[src/rtl/stopwatch_btn_ctrl.sv]
// Stopwatch button conditioning: two-flop synchronisers, per-input debounce,
// one-shot start/stop commands (stop has priority), a clean countdown-mode
// level, and hold-to-repeat on the minute/hour increment buttons.
module stopwatch_btn_ctrl #(
    parameter int unsigned DEB_CNT   = 3,
    parameter int unsigned REP_DELAY = 50,
    parameter int unsigned REP_RATE  = 20
) (
    input  logic clk_100Hz,
    input  logic rst,
    input  logic btn_start_raw,
    input  logic btn_stop_raw,
    input  logic btn_min_raw,
    input  logic btn_hour_raw,
    input  logic sw_mode_raw,
    output logic start,
    output logic stop,
    output logic min_inc,
    output logic hour_inc,
    output logic countdown_mode
);

    // Input bit positions: 0 start, 1 stop, 2 min, 3 hour, 4 mode switch
    localparam int unsigned N_IN      = 5;
    localparam logic [3:0] DEB_LIMIT  = 4'(DEB_CNT);
    localparam logic [7:0] DELAY_LOAD = 8'(REP_DELAY - 1);
    localparam logic [7:0] RATE_LOAD  = 8'(REP_RATE - 1);

    typedef enum logic [1:0] {
        ST_IDLE   = 2'd0,
        ST_WAIT   = 2'd1,
        ST_REPEAT = 2'd2
    } rep_state_t;

    logic [N_IN-1:0] raw_s;
    logic [N_IN-1:0] s1_r;
    logic [N_IN-1:0] s2_r;
    logic [N_IN-1:0] deb_s;
    logic [N_IN-1:0] deb_d_r;
    logic [N_IN-1:0] rise_s;
    logic [1:0]      inc_pulse_s;
    logic            start_r;
    logic            stop_r;
    logic            mode_r;

    assign raw_s = {sw_mode_raw, btn_hour_raw, btn_min_raw, btn_stop_raw, btn_start_raw};

    // Two-flop synchroniser for every raw input; nothing between the stages
    always_ff @(posedge clk_100Hz or posedge rst) begin
        if (rst) begin
            s1_r <= 5'd0;
            s2_r <= 5'd0;
        end else begin
            s1_r <= raw_s;
            s2_r <= s1_r;
        end
    end

    for (genvar gi = 0; gi < N_IN; gi++) begin : g_deb
        logic [3:0] cnt_r;
        logic       lvl_r;

        // Accept a new level only after DEB_CNT consecutive disagreeing samples
        always_ff @(posedge clk_100Hz or posedge rst) begin
            if (rst) begin
                cnt_r <= 4'd0;
                lvl_r <= 1'b0;
            end else if (s2_r[gi] == lvl_r) begin
                cnt_r <= 4'd0;
            end else if ((cnt_r + 4'd1) == DEB_LIMIT) begin
                cnt_r <= 4'd0;
                lvl_r <= s2_r[gi];
            end else begin
                cnt_r <= cnt_r + 4'd1;
            end
        end

        assign deb_s[gi] = lvl_r;
    end

    // Delayed copy of the debounced levels for rising-edge detection
    always_ff @(posedge clk_100Hz or posedge rst) begin
        if (rst) begin
            deb_d_r <= 5'd0;
        end else begin
            deb_d_r <= deb_s;
        end
    end

    assign rise_s = deb_s & ~deb_d_r;

    // Registered command outputs; a simultaneous start is dropped in favour of stop
    always_ff @(posedge clk_100Hz or posedge rst) begin
        if (rst) begin
            start_r <= 1'b0;
            stop_r  <= 1'b0;
            mode_r  <= 1'b0;
        end else begin
            start_r <= rise_s[0] & ~rise_s[1];
            stop_r  <= rise_s[1];
            mode_r  <= deb_s[4];
        end
    end

    for (genvar gk = 0; gk < 2; gk++) begin : g_rep
        localparam int unsigned IDX = gk + 2;

        rep_state_t state_r;
        rep_state_t state_s;
        logic [7:0] cnt_r;
        logic [7:0] cnt_s;
        logic       pulse_s;
        logic       pulse_r;

        // Repeat FSM state, countdown and registered pulse
        always_ff @(posedge clk_100Hz or posedge rst) begin
            if (rst) begin
                state_r <= ST_IDLE;
                cnt_r   <= 8'd0;
                pulse_r <= 1'b0;
            end else begin
                state_r <= state_s;
                cnt_r   <= cnt_s;
                pulse_r <= pulse_s;
            end
        end

        // Next state: initial pulse on press, long first delay, then fixed cadence
        always_comb begin
            state_s = state_r;
            cnt_s   = cnt_r;
            pulse_s = 1'b0;
            case (state_r)
                ST_IDLE: begin
                    if (rise_s[IDX]) begin
                        pulse_s = 1'b1;
                        cnt_s   = DELAY_LOAD;
                        state_s = ST_WAIT;
                    end else begin
                        cnt_s   = 8'd0;
                        state_s = ST_IDLE;
                    end
                end
                ST_WAIT, ST_REPEAT: begin
                    if (!deb_s[IDX]) begin
                        cnt_s   = 8'd0;
                        state_s = ST_IDLE;
                    end else if (cnt_r == 8'd0) begin
                        pulse_s = 1'b1;
                        cnt_s   = RATE_LOAD;
                        state_s = ST_REPEAT;
                    end else begin
                        cnt_s   = cnt_r - 8'd1;
                        state_s = state_r;
                    end
                end
                default: begin
                    cnt_s   = 8'd0;
                    state_s = ST_IDLE;
                end
            endcase
        end

        assign inc_pulse_s[gk] = pulse_r;
    end

    assign start          = start_r;
    assign stop           = stop_r;
    assign min_inc        = inc_pulse_s[0];
    assign hour_inc       = inc_pulse_s[1];
    assign countdown_mode = mode_r;

endmodule

[config.mk]
export PLATFORM = sky130hd
export DESIGN_NAME = stopwatch_btn_ctrl
export DESIGN_NICKNAME = d
export VERILOG_FILES = /design/src/rtl/stopwatch_btn_ctrl.sv
export SDC_FILE = /design/constraint.sdc
export NUM_CORES = 1
export LEC_CHECK = 0
export ABC_AREA = 1
export BUFFER_PORTS_ARGS = -buffer_cell sky130_fd_sc_hd__buf_2
export CAP_MARGIN = 20
export CORE_ASPECT_RATIO = 0.6
export CORE_UTILIZATION = 40
export DETAILED_ROUTE_END_ITERATION = 10
export GPL_TIMING_DRIVEN = 0
export SETUP_SLACK_MARGIN = 0.02
export SYNTH_ARGS = -nofsm -noshare
export SYNTH_HDL_FRONTEND = slang
export SYNTH_SLANG_ARGS = --single-unit
[constraint.sdc]
create_clock -name clk_100Hz -period 2.6 [get_ports clk_100Hz]
set_input_delay 0.13 -clock clk_100Hz [delete_from_list [all_inputs] [get_ports clk_100Hz]]
set_output_delay 0.13 -clock clk_100Hz [all_outputs]
set_load 0.05 [all_outputs]
== Word level (Yosys, flattened, before mapping) ==
Cells that the tools add are included.

* Output and inout bits: 5
* Register bits: 64

* Multiplexer cells: 34
* Reduce and logical (&&, ||, !) cells: 11
* Bitwise logic cells: 9
* Equal/unequal tests: 16
* Add/sub/neg operators: 7

{| class="wikitable"
|+ Operators with widths
! cell !! number
|-
| 4-bit two-way mux || 10
|-
| 8-bit two-way mux || 4
|-
| 8-bit one-hot mux with 2 select lines || 2
|-
| 4-bit by 1-bit adder with 4-bit output, second input constant || 5
|-
| 4-bit by 2-bit == test with 1-bit output, second input constant || 5
|-
| 8-bit zero test || 2
|-
| 8-bit by 1-bit subtractor with 8-bit output, second input constant || 2
|-
| 6-bit two-way mux || 2
|-
| 2-bit AND reduction || 5
|-
| 1-bit two-way mux || 8
|-
| 2-bit two-way mux || 4
|-
| 2-bit one-hot mux with 2 select lines || 2
|-
| 3-bit != test, second input constant || 2
|-
| 1-bit inverter || 6
|-
| 1-bit == test || 5
|-
| 4-bit bitwise AND || 1
|-
| 2-bit by 1-bit == test with 1-bit output, second input constant || 2
|-
| 2-bit == test, second input constant || 2
|-
| 2-bit zero test || 2
|-
| 4-bit inverter || 1
|-
| 1-bit one-hot mux with 2 select lines || 2
|-
| 2-bit OR reduction || 2
|-
| 1-bit bitwise AND || 1
|}

== Logic depth before layout (Yosys ltp) ==
* Word-level depth: 4
* Depth in mapped cells: 8

== Least setup slack after synthesis ==
Ideal clock, no wire load.

* Kind: register to register
* Start point: register g_rep[0].cnt_r[0]
* End point: register g_rep[0].state_r[0]
* Path slack: 1387 ps
* Stages on the path, launching flop included: 8
* Data arrival time: 1093 ps
* Library setup time: 120 ps
* Data required time: 2480 ps
* Buffers on the path: 0
* Cells stage by stage: dfrtp_1 inv_1 ha_1 nand2_4 nor2_4 nor2_1 nand2_1 nand2_1

* Word-level cells in the longest chain between the ends: 2

{| class="wikitable"
|+ Ends and longest elaborated chain
! item !! RTL line !! source
|-
| start: declaration || 110 || <nowiki>logic [7:0] cnt_r;</nowiki>
|-
| start signal: assignment || 123 || <nowiki>cnt_r <= cnt_s;</nowiki>
|-
| 8-bit zero test || 148 || <nowiki>end else if (cnt_r == 8'd0) begin</nowiki>
|-
| 3-bit != test (no line) || - ||
|-
| end signal: assignment || 122 || <nowiki>state_r <= state_s;</nowiki>
|-
| end: declaration || 108 || <nowiki>rep_state_t state_r;</nowiki>
|}

No other way between the ends.
A chain may end at the register's enable or synchronous reset.

== Worst setup path in the final report ==
Ends and elaborated chain as after synthesis.

==> flow_metrics.py <==
metrics = {
    "grt": {
        "grt_pass1_wl_um": 9080,
        "antenna_found_initial": 0,
        "grt.total_usage": 0.158,
        "grt_pass1_vias": 2098,
        "grt-ovfl-total": 0,
        "grt_max_degree": 38,
    },
    "setup_path": {
        "required_ns": 2.81,
        "reg2reg_setup_slack_ns": 1.22,
        "worstSetupStartpoint": "g_rep[0].cnt_r[0]$_DFF_PP0_",
        "crit_arrival_ns": 1.58,
        "crit_fanout": 5,
        "ff2ff_path_depth": 7,
        "r2r_start": "g_rep[0].cnt_r[0]$_DFF_PP0_",
        "r2r-end": "g_rep[0].state_r[0]$_DFFE_PP0P_",
        "startpoint_type": "flip-flop",
        "crit_path_end_kind": "flip-flop",
        "crit_type": "flip-flop to flip-flop",
    },
    "clock_tree": {
        "clock-sinks": 64,
        "cts-resized-gates": 0,
        "clk_pin_slew_ns": 0.05,
        "clk_path_buf_depth": 2,
        "cts_buffers": 9,
        "htreeDepth": 3,
        "post_cts_buffers": 0,
        "clockRootBuffer": "clkbuf_16",
        "cts_tree": "done",
        "cts_hold_buf": 6,
        "insertion_delay_ns": 0.33,
    },
    "die": {
        "core_area_um2": 6910,
        "start_util": 0.429,
        "rows": 23,
        "io_pins": 12,
        "die_w_um": 113,
        "die_h_um": 68.6,
        "die-area_um2": 7760,
    },
    "worst_hold_path": {
        "min_path_cells": 0,
        "min_path_type": "flip-flop to flip-flop",
        "hold_start": "s1_r[3]$_DFF_PP0_",
        "min_to": "s2_r[3]$_DFF_PP0_",
    },
    "routing": {
        "drt_first_pass_iters": 4,
        "drtAntennaViolNets": 0,
        "viasPerCell": 4.49,
        "routed_wl_um": 4770,
        "wl_per_cell_um": 10.7,
        "routed-via-count": 2006,
        "drc": 0,
        "first_iter_violations": 67,
    },
    "timing": {
        "setup_tns_ns": 0,
        "final.period_utilization": 0.529,
        "hold_viol": 0,
        "max_freq_mhz": 727,
        "setup_viol_count_final": 0,
        "maxSlewHeadroom": 0.467,
        "rsz0062_at_grt": "no",
        "finalMaxSlewViolations": 0,
        "finalCriticalPeriod_ns": 1.38,
        "worst_slew_pin_slew_ns": 0.799,
        "skew_ns": 0.00306,
    },
    "synth": {
        "synth_area_um2": 2960,
        "yosysSeqAreaShare": 0.541,
        "ys_ff_latch": 64,
        "syn_area_per_cell_um2": 9.03,
        "synth_cell_type_count": 22,
        "synth.area.top_cells": "dfrtp_1 54%, nand2_1 9.9%, ha_1 7.2%",
        "ys_warn_count": 0,
        "synth_fp_nets": 352,
        "syn-instance-count": 328,
        "synth_top_area_frac": 0.541,
        "synth_top_cell_by_area": "dfrtp_1",
    },
    "final_layout": {
        "area_growth_pct": 17.5,
        "filler_cell_count": 618,
        "final_core_util": 0.504,
        "antennaDiodeCount": 0,
        "final_area_um2": 3480,
        "nNetsFinal": 381,
        "drive_above_1_share": 0.136,
    },
    "power": {
        "combPwrFrac": 0.331,
        "clock_power_share": 0.284,
        "netSwitchingPower_w": 0.00142,
        "p_leak_nw": 1.81,
        "p_seq_frac": 0.385,
        "internal-power_w": 0.00243,
        "switching_share": 0.369,
        "irDropWorstVdd_v": 0.000501,
        "p_per_area_nw_per_um2": 1110,
    },
    "placement": {
        "dp_hpwl_um": 3500,
        "portBuffers": 11,
        "place_area_um2": 3140,
        "gp_congestion": 0.762,
    },
    "run_status": {
        "status": "finished clean",
    },
    "flow_run": {
        "maxCapViolations": 0,
    },
}
-- critical path, cell delays in order (launching register included) --
cell and delay, ns:
dfrtp_1 0.38, inv_1 0.12, ha_1 0.33, nand2_4 0.10, nor2_4 0.15, nor2_1 0.07
nand2_1 0.05, nand2_1 0.05
-- stage by stage --
stage	power, W	std cells	hold WS (ns)	setup WS (ns)
final	0.00386	447	0.348	1.22
after global routing	0.00420	447	0.353	1.09
after CTS	0.00392	447	0.351	1.22
after detailed placement	0.00279	427	0.240	1.23
after global placement	0.00275	426	0.239	0.00768
after floorplan	0.00252	328	0.161	0.872
-- Yosys cell counts (all sizes together) --
master   n
a21oi    8
dfrtp   64
ha      17
inv     54
nand2   86
nand3   21
nand4    9
nor2    51
nor3b    1
o211ai   2
o21ai    2
o21bai   5
xnor2    1
xor2     7
-- power by group through the flow --
stage / Combinational, W / Clock, W / Sequential [W]
3_5_place_dp: 0.00129 / 0 / 0.00150
4_1_cts: 0.00130 / 0.00113 / 0.00149
6_report: 0.00128 / 0.00109 / 0.00149
3_3_place_gp: 0.00125 / 0 / 0.00149
2_1_floorplan: 0.000957 / 0 / 0.00156
5_1_grt: 0.00150 / 0.00117 / 0.00153
-- per-layer routing --
layer / vias to the layer above / share of wire / track usage
met5: - / 0 / 0
li1: 1070 / - / -
met3: 5 / 0.048 / 0.0734
met4: 0 / 0.013 / 0.0740
met1: 910 / 0.55 / 0.193
met2: 21 / 0.39 / 0.242
-- registers in the layout, indices dropped and copies added (netlist names) --
| name | count |
|---|---|
| countdown_mode | 1 |
| deb_d_r | 4 |
| g_deb.cnt_r | 20 |
| g_deb.lvl_r | 5 |
| g_rep.cnt_r | 16 |
| g_rep.state_r | 4 |
| hour_inc | 1 |
| min_inc | 1 |
| s1_r | 5 |
| s2_r | 5 |
| start | 1 |
| stop | 1 |
-- kinds of logic (layout without fill, tap and decap cells) --
| kind of cell | Yosys count | in the layout | share of synthesized area |
|---|---|---|---|
| AND/OR/NAND/NOR | 168 | 168 | 0.256 |
| flip-flops | 64 | 64 | 0.541 |
| buffers and inverters | 54 | 86 | 0.0685 |
| adder cells (fa/ha/maj) | 17 | 17 | 0.0718 |
| AO/OA/AOI/OAI | 17 | 17 | 0.0389 |
| XOR/XNOR | 8 | 8 | 0.0237 |
-- layout make-up --
class | count | area [um2] | share of cell area
Clock buffer | 14 | 274 | 0.0788
Inverter | 54 | 203 | 0.0583
Multi-Input combinational cell | 210 | 1160 | 0.332
Sequential cell | 64 | 1600 | 0.460
Tap cell | 87 | 109 | 0.0313
Timing Repair Buffer | 18 | 135 | 0.0388
-- placed cells by master (no fill, tap or decap) --
cell type	synthesis	layout
a21oi_1	7	7
a21oi_2	1	1
buf_12	0	1
buf_2	0	11
clkbuf_1	0	2
clkbuf_16	0	9
clkbuf_8	0	3
dfrtp_1	64	64
dlygate4sd3_1	0	6
ha_1	17	17
inv_1	51	50
inv_2	3	4
nand2_1	78	78
nand2_2	7	7
nand2_4	1	1
nand3_1	21	21
nand4_1	9	9
nor2_1	41	41
nor2_2	5	5
nor2_4	5	5
nor3b_1	1	1
o211ai_1	1	1
o211ai_2	1	1
o21ai_1	1	1
o21ai_2	1	1
o21bai_1	5	5
xnor2_1	1	1
xor2_1	7	7
-- worst max-delay path by stage --
stage | to | slack (ns) | cells past startpoint
2_1_floorplan | countdown_mode$_DFF_PP0_ | 0.87 | 1
3_3_place_gp | g_deb[4].cnt_r[1]$_DFF_PP0_ | 0.008 | 2
3_5_place_dp | g_rep[0].state_r[0]$_DFFE_PP0P_ | 1.23 | 7
4_1_cts | g_rep[0].state_r[0]$_DFFE_PP0P_ | 1.22 | 7
5_1_grt | g_rep[0].state_r[1]$_DFFE_PP0P_ | 1.09 | 7
6_report | g_rep[0].state_r[0]$_DFFE_PP0P_ | 1.22 | 7
No activity file was read; power rests on OpenSTA's default activity.
